### config.mk
export PLATFORM = sky130hd
export DESIGN_NAME = vaelix_sentinel_monitor_flat
export DESIGN_NICKNAME = d
export VERILOG_FILES = /design/src/rtl/vaelix_sentinel_monitor_if.sv /design/src/rtl/vaelix_sentinel_monitor.sv /design/src/flat_wrapper.sv
export SDC_FILE = /design/constraint.sdc
export NUM_CORES = 1
export LEC_CHECK = 0
export CAP_MARGIN = 5
export CORE_AREA = 2 2 82 84
export DETAILED_ROUTE_END_ITERATION = 10
export DIE_AREA = 0 0 84 86
export SLEW_MARGIN = 0
export SYNTH_ARGS = -nofsm -noshare
export SYNTH_HDL_FRONTEND = slang
export SYNTH_SLANG_ARGS = --single-unit
### constraint.sdc
create_clock -name clk -period 3.1 [get_ports clk]
set_input_delay 0.62 -clock clk [delete_from_list [all_inputs] [get_ports clk]]
set_output_delay 0.62 -clock clk [all_outputs]
set_load 0.02 [all_outputs]
### src/rtl/vaelix_sentinel_monitor_if.sv
// Observation bus between the Sentinel Lock and its runtime monitor.
// The monitor (slave) observes lock I/O and reports alarm and statistics.
interface vaelix_sentinel_monitor_if #(
  parameter int CNT_W = 8
);
  logic             ena;
  logic [7:0]       ui_in;
  logic [7:0]       uo_out;
  logic             clear;
  logic             alarm;
  logic             viol_pulse;
  logic [CNT_W-1:0] viol_count;
  logic [CNT_W-1:0] grant_count;
  logic [7:0]       viol_snap;

  modport master (
    output ena, ui_in, uo_out, clear,
    input  alarm, viol_pulse, viol_count, grant_count, viol_snap
  );

  modport slave (
    input  ena, ui_in, uo_out, clear,
    output alarm, viol_pulse, viol_count, grant_count, viol_snap
  );
endinterface

### src/rtl/vaelix_sentinel_monitor.sv
// Passive monitor for the Sentinel Lock: VERIFIED on uo_out must follow the
// full key sequence on ui_in by LATENCY cycles, else a sticky alarm is raised.
module vaelix_sentinel_monitor #(
  parameter int          KEY_LEN       = 2,
  parameter logic [63:0] KEY           = 64'hB63A,
  parameter logic [7:0]  VERIFIED_CODE = 8'hC1,
  parameter int          LATENCY       = 1,
  parameter bit          HOLD_OK       = 1'b1,
  parameter int          CNT_W         = 8
) (
  input logic                      clk,
  input logic                      rst_n,
  vaelix_sentinel_monitor_if.slave mon
);
  localparam int D  = LATENCY + KEY_LEN - 1;
  localparam int FW = $clog2(D + 1);

  typedef enum logic {MONITOR, HELD} state_e;

  state_e                state_q, state_d;
  logic [D-1:0][7:0]     hist_q, hist_d;
  logic [FW-1:0]         fill_q, fill_d;
  logic                  alarm_q, alarm_d;
  logic                  pulse_q;
  logic [CNT_W-1:0]      viol_cnt_q, viol_cnt_d;
  logic [CNT_W-1:0]      grant_cnt_q, grant_cnt_d;
  logic [7:0]            snap_q, snap_d;
  logic                  ver, match, grant, viol;

  assign ver = mon.ena && (mon.uo_out == VERIFIED_CODE);

  // Key byte KEY_LEN-1 is the newest, so it sits LATENCY-1 slots deep.
  always_comb begin
    match = (fill_q == FW'(D));
    for (int j = 0; j < KEY_LEN; j++)
      if (hist_q[LATENCY-1+j] != KEY[8*(KEY_LEN-1-j) +: 8]) match = 1'b0;
  end

  always_comb begin
    hist_d    = hist_q;
    hist_d[0] = mon.ui_in;
    for (int k = 1; k < D; k++) hist_d[k] = hist_q[k-1];
    fill_d = (fill_q == FW'(D)) ? fill_q : fill_q + 1'b1;
  end

  always_comb begin
    state_d = state_q;
    grant   = 1'b0;
    viol    = 1'b0;
    case (state_q)
      MONITOR: if (ver) begin
        if (match) begin
          grant = 1'b1;
          if (HOLD_OK) state_d = HELD;
        end else begin
          viol = 1'b1;
        end
      end
      HELD: if (!ver) state_d = MONITOR;
      default: state_d = MONITOR;
    endcase
  end

  // A violation or grant coinciding with clear counts as the first event.
  always_comb begin
    alarm_d     = viol ? 1'b1 : (mon.clear ? 1'b0 : alarm_q);
    viol_cnt_d  = mon.clear ? '0 : viol_cnt_q;
    grant_cnt_d = mon.clear ? '0 : grant_cnt_q;
    if (viol)  viol_cnt_d  = mon.clear ? CNT_W'(1) :
                             (&viol_cnt_q ? viol_cnt_q : viol_cnt_q + 1'b1);
    if (grant) grant_cnt_d = mon.clear ? CNT_W'(1) :
                             (&grant_cnt_q ? grant_cnt_q : grant_cnt_q + 1'b1);
    snap_d = viol ? hist_q[LATENCY-1] : snap_q;
  end

  always_ff @(posedge clk or negedge rst_n) begin
    if (!rst_n) begin
      state_q     <= MONITOR;
      hist_q      <= '0;
      fill_q      <= '0;
      alarm_q     <= 1'b0;
      pulse_q     <= 1'b0;
      viol_cnt_q  <= '0;
      grant_cnt_q <= '0;
      snap_q      <= '0;
    end else begin
      state_q     <= state_d;
      hist_q      <= hist_d;
      fill_q      <= fill_d;
      alarm_q     <= alarm_d;
      pulse_q     <= viol;
      viol_cnt_q  <= viol_cnt_d;
      grant_cnt_q <= grant_cnt_d;
      snap_q      <= snap_d;
    end
  end

  assign mon.alarm       = alarm_q;
  assign mon.viol_pulse  = pulse_q;
  assign mon.viol_count  = viol_cnt_q;
  assign mon.grant_count = grant_cnt_q;
  assign mon.viol_snap   = snap_q;
endmodule

### src/flat_wrapper.sv
// flat-port wrapper written by rule: the top's interface ports become plain ports
module vaelix_sentinel_monitor_flat 
#(
  parameter int          KEY_LEN       = 2,
  parameter logic [63:0] KEY           = 64'hB63A,
  parameter logic [7:0]  VERIFIED_CODE = 8'hC1,
  parameter int          LATENCY       = 1,
  parameter bit          HOLD_OK       = 1'b1,
  parameter int          CNT_W         = 8
)
  (clk, rst_n, mon_ena, mon_ui_in, mon_uo_out, mon_clear, mon_alarm, mon_viol_pulse, mon_viol_count, mon_grant_count, mon_viol_snap);
  vaelix_sentinel_monitor_if #(.CNT_W(CNT_W)) mon_i ();
  input logic clk;
  input logic rst_n;
  input wire logic [$bits(mon_i.ena)-1:0] mon_ena;
  input wire logic [$bits(mon_i.ui_in)-1:0] mon_ui_in;
  input wire logic [$bits(mon_i.uo_out)-1:0] mon_uo_out;
  input wire logic [$bits(mon_i.clear)-1:0] mon_clear;
  output wire logic [$bits(mon_i.alarm)-1:0] mon_alarm;
  output wire logic [$bits(mon_i.viol_pulse)-1:0] mon_viol_pulse;
  output wire logic [$bits(mon_i.viol_count)-1:0] mon_viol_count;
  output wire logic [$bits(mon_i.grant_count)-1:0] mon_grant_count;
  output wire logic [$bits(mon_i.viol_snap)-1:0] mon_viol_snap;
  assign mon_i.ena = mon_ena;
  assign mon_i.ui_in = mon_ui_in;
  assign mon_i.uo_out = mon_uo_out;
  assign mon_i.clear = mon_clear;
  assign mon_alarm = mon_i.alarm;
  assign mon_viol_pulse = mon_i.viol_pulse;
  assign mon_viol_count = mon_i.viol_count;
  assign mon_grant_count = mon_i.grant_count;
  assign mon_viol_snap = mon_i.viol_snap;
  vaelix_sentinel_monitor #(.KEY_LEN(KEY_LEN), .KEY(KEY), .VERIFIED_CODE(VERIFIED_CODE), .LATENCY(LATENCY), .HOLD_OK(HOLD_OK), .CNT_W(CNT_W)) u_core (.clk(clk), .rst_n(rst_n), .mon(mon_i));
endmodule
Yosys cells after proc, flatten, opt, wreduce, memory -nomap -nowiden
Cells that the tools add are included.
{ "totals": {"word_cells": 45, "register_bits": 45, "output_inout_bits": 26} }
{ "classes": {"eq_ne": 6, "n_bitwise": 1, "mux": 19, "reduce_logical": 7, "add_sub_neg": 3} }
{ "ops": {"columns": ["op", "n"], "rows": [
  ["8-bit 2-to-1 mux", 7],
  ["8-bit by 1-bit adder with 8-bit output, second input constant", 2],
  ["8-bit AND reduction", 2],
  ["1-bit 2-to-1 mux", 11],
  ["8-bit == test, second input constant", 1],
  ["8-bit by 6-bit != test with 1-bit output, second input constant", 1],
  ["8-bit != test, second input constant", 1],
  ["2-bit != test, second input constant", 2],
  ["2-bit AND reduction", 2],
  ["2-bit nonzero test", 2],
  ["2-bit by 1-bit adder with 2-bit output, second input constant", 1],
  ["2-bit == test, second input constant", 1],
  ["1-bit case mux with 2 select lines", 1],
  ["1-bit logical AND", 1],
  ["1-bit NOT", 1]
]} }

Longest topological paths before layout
{ "logic_depth": {"word_depth": 8, "mapped_depth": 9, "mapped_depth_nobuf": 7} }

Least setup slack after synthesis
OpenSTA, ideal clock, no wires.
{ "synth_timing": {"kind": "register to register", "startpoint": "reg u_core.fill_q[0]", "endpoint": "reg u_core.grant_cnt_q[4] (netlist: u_core.mon.grant_count[4])", "path_buffers": 1, "arrival_ns": 2.077, "stages_incl_launch_ff": 9, "path_slack_ns": 0.904, "t_required_ns": 2.981, "setup_ns": 0.119, "synth_period_minus_slack_ns": 2.196, "path_cell_list": "dfrtp_1 -> inv_1 -> ha_1 -> nand4bb_1 -> or4_1 -> buf_2 -> nor4_4 -> a21oi_1 -> o21ba_2"} }
{ "synth_between": {"elab_chain_cells": 8} }
{ "synth_lines": {"columns": ["item", "line", "rtl"], "rows": [
  ["from (decl)", "vaelix_sentinel_monitor.sv:22", "logic [FW-1:0] fill_q, fill_d;"],
  ["from (signal assigned)", "vaelix_sentinel_monitor.sv:89", "fill_q <= fill_d;"],
  ["2-bit == test (*)", "vaelix_sentinel_monitor.sv:34", "match = (fill_q == FW'(D));"],
  ["1-bit 2-to-1 mux (*) (2 in a row)", "vaelix_sentinel_monitor.sv:36", "if (hist_q[LATENCY-1+j] != KEY[8*(KEY_LEN-1-j) +: 8]) match = 1'b0;"],
  ["1-bit 2-to-1 mux (*)", "vaelix_sentinel_monitor.sv:52", "if (match) begin"],
  ["1-bit 2-to-1 mux (*)", "vaelix_sentinel_monitor.sv:51", "MONITOR: if (ver) begin"],
  ["1-bit 2-to-1 mux (*)", "vaelix_sentinel_monitor.sv:50", "case (state_q)"],
  ["2-bit nonzero test (no line)", null, null],
  ["2-bit AND reduction (no line)", null, null],
  ["to (signal assigned)", "vaelix_sentinel_monitor.sv:93", "grant_cnt_q <= grant_cnt_d;"],
  ["to (decl)", "vaelix_sentinel_monitor.sv:26", "logic [CNT_W-1:0] grant_cnt_q, grant_cnt_d;"]
]} }
Mark *: on every way between the ends. The rest lies on a longest branch, timed or not.
A chain may end at the register's enable or synchronous reset.

Worst setup path after layout
{ "layout_timing": {"startpoint": "reg u_core.fill_q[0]", "endpoint": "reg u_core.viol_cnt_q[1] (netlist: u_core.mon.viol_count[1])"} }
{ "layout_between": {"elab_chain_cells": 8} }
{ "layout_lines": {"columns": ["item", "line", "rtl"], "rows": [
  ["2-bit == test (*)", "vaelix_sentinel_monitor.sv:34", null],
  ["1-bit 2-to-1 mux (*) (2 in a row)", "vaelix_sentinel_monitor.sv:36", null],
  ["1-bit 2-to-1 mux (*)", "vaelix_sentinel_monitor.sv:52", null],
  ["1-bit 2-to-1 mux (*)", "vaelix_sentinel_monitor.sv:51", null],
  ["1-bit 2-to-1 mux (*)", "vaelix_sentinel_monitor.sv:50", null],
  ["2-bit nonzero test (no line)", null, null],
  ["2-bit AND reduction (no line)", null, null],
  ["to (signal assigned)", "vaelix_sentinel_monitor.sv:92", "viol_cnt_q <= viol_cnt_d;"],
  ["to (decl)", "vaelix_sentinel_monitor.sv:25", "logic [CNT_W-1:0] viol_cnt_q, viol_cnt_d;"]
]} }
Marks and branches as above.

==> impl_metrics.csv <==
group,metric,value,unit
status,status,"finished clean",
synth,postSynthCellCount,162,
global_routing,grt_overflow,0,
placement,place.gp.congestion,0.677,
global_routing,grt_pass1_wl,6330,um
synth,syn_nets,185,
cts,cts.path.max_buffers,2,
die,fp.dieW,84,um
sta,layout_min_cycle_time,2.56,ns
die,io_pins,46,
finish,n_antenna_cell,0,
synth,async_flop_share,100,%
route,via_per_inst,4.71,
synth,yosysSeqAreaShare,59.2,%
die,rows,29,
route,first_pass_iters,4,
pwr,irDropWorstVdd,0.221,mV
route,ant_nets,0,
finish,area_delta_synth_final,33.5,%
cts,holdBufCountCts,0,
die,start_util,30.3,%
cts,clk_latency,0.30,ns
cts,cts_resized,0,
synth,synth_top_cell_area_share,59.2,%
synth,synth_edf_count,0,
sta,drv_slew,0,
finish,register_area,1130,um^2
placement,io_buffers,45,
route,drt_first_iter_violations,29,
die,core_area,6280,um^2
synth,synthFlopType,"dfrtp_1",
cts,cts_tree,"built",
sta,fmax,0.391,GHz
placement,dp_hpwl,2650,um
cts,postCtsSetupBuffers,0,
finish,drive_above_1_share,13.2,%
pwr,power_leakage,0.00104,uW
finish,layout.nets,234,
critical_path,worstSetupPathType,"flip-flop to flip-flop",
sta,hold_viol,0,
finish,filler_cell_count,615,
cts,cts_buffers,5,
sta,slew_headroom,33.9,%
cts,clock_sink_count,45,
synth,synth_common_cells,"45 x dfrtp_1, 11 x nor2_1, 10 x a21oi_1, 10 x nand2_1",
sta,final-setup-viol-count,0,
finish,fin_util,40.5,%
synth,synth_most_common_cell,"dfrtp_1",
global_routing,grt_max_degree,46,
sta,tightest_slew,0.991,ns
global_routing,antenna_found_initial,0,
synth,yosys-top-cells-area,"dfrtp_1 59%, mux2_2 4.7%, a21oi_1 2.6%, nor2_1 2.2%, mux2i_1 2.1%",
sta,tns,0,ns
global_routing,first_global_vias,1393,
cts,cts.clk_slew.worst_paths,0.09,ns
pwr,p_per_area,422,nW/um^2
die,die_height,86,um
cts,cts_root_buffer,"clkbuf_8",
cts,htreeDepth,2,
critical_path,critPathMaxFanout,11,
critical_path,crit_arrival,2.74,ns
synth,synth_area_per_cell,11.7,um^2
route,num_vias,1361,
finish,multi_input_area,719,um^2
synth,synth_top_area_cell,"dfrtp_1",
route,drc,0,
die,dieArea,7220,um^2
sta,fin_crit_sh,82.4,%
critical_path,worst_setup_path_start_kind,"flip-flop",
route,drt_wl_total,3710,um
sta,skew,0.00333,ns
flow_run,cap_violations,0,
hold_path,holdCritPathClass,"flip-flop to flip-flop",
synth,synth-seq-cells,45,
route,wl_per_cell,12.8,um
synth,syn-cell-area,1900,um^2
synth,yosys_warnings,0,
critical_path,worst_setup_path_end_kind,"flip-flop",
critical_path,cp.required,3.29,ns
global_routing,gr-usage-all-layers,11.1,%
sta,rsz0062_at_grt,"no",
synth,synth.distinct_cells,41,
==> state kept, by name, summed over array words and instances, names as in the netlist <==
register,flops
u_core.fill_q,2
u_core.hist_d,8
u_core.hist_q,8
u_core.mon.alarm,1
u_core.mon.grant_count,8
u_core.mon.viol_count,8
u_core.mon.viol_pulse,1
u_core.mon.viol_snap,8
u_core.state_q,1
==> worst max-delay path: stages (launching register included) <==
cell and delay [ns]:
dfrtp_1 0.41, inv_1 0.06, ha_1 0.21, nand4bb_1 0.11, or4_1 0.62, o211ai_1 0.69, mux2i_1 0.29, nor2_1 0.06
==> layout make-up <==
class	instances	area share, %
Clock buffer	6	3.25
Timing Repair Buffer	48	18.4
Clock inverter	2	0.690
Multi-Input combinational cell	103	28.3
Inverter	8	1.18
Sequential cell	45	44.3
Tap cell	77	3.79
==> kinds of logic (layout without fill, tap and decap cells) <==
group                      Yosys count  after routing  synth area share [%]
AOI/OAI and AO/OA                   27             27                  9.34
buffers and inverters               14             64                  3.02
DFF                                 45             45                  59.2
muxes                               12             12                  6.84
xor gates and xnor gates             2              2                 0.921
and+or+nand+nor                     59             59                  18.7
adders and majority gates            3              3                  1.97
==> path summary, 6_finish.rpt <==
path | slack, ns | cells after the start | start | end
max | 0.54 | 7 | u_core.fill_q[0] | u_core.mon.viol_count[1]
min | 0.41 | 0 | u_core.hist_d[11] | u_core.hist_q[11]
max reg2reg | 0.54 | 7 | u_core.fill_q[0] | u_core.mon.viol_count[1]
min reg2reg | 0.41 | 0 | u_core.hist_d[11] | u_core.hist_q[11]
max in group asynchronous | 2.02 | 1 | rst_n | u_core.mon.viol_count[5]
min in group asynchronous | 0.48 | 1 | rst_n | u_core.mon.viol_count[2]
==> report_power, final <==
group          leakage, uW  internal [uW]  switching, uW
Sequential        0.000585            602           7.49
Combinational     0.000403           37.5           30.7
Clock            0.0000518            185            209
Total              0.00104            825            247
==> stage by stage <==
step	total power [uW]	area, um^2	hold WS (ns)	cells	worst slack, ns
4_1_cts	1090	2540	0.410	289	0.530
3_5_place_dp	691	2440	0.392	281	0.280
6_report	1070	2540	0.406	289	0.545
2_1_floorplan	640	1900	0.324	162	0.904
3_3_place_gp	691	2440	0.379	281	0.310
5_1_grt	1120	2540	0.419	289	0.368
==> routing by layer <==
metal / wire length, um / part of all wire (%) / up-vias / GRT usage [%]
li1: - / - / 677 / -
met1: 1710 / 46 / 645 / 13.2
met2: 1750 / 47 / 31 / 18.1
met3: 175 / 4.7 / 8 / 3.46
met4: 78 / 2.1 / 0 / 5.72
met5: 0 / 0 / - / 0
==> cells in the final DEF, fill, tap and decap left out, drive strengths merged, types with 4 or more instances in the layout <==
master         count
dfrtp             45
clkdlybuf4s50     44
nor2              11
nand2             10
a21oi             10
inv                9
mux2               8
nand3              6
clkbuf             6
and3               4
mux2i              4
buf                4
No activity file was read; power rests on OpenSTA's default activity.
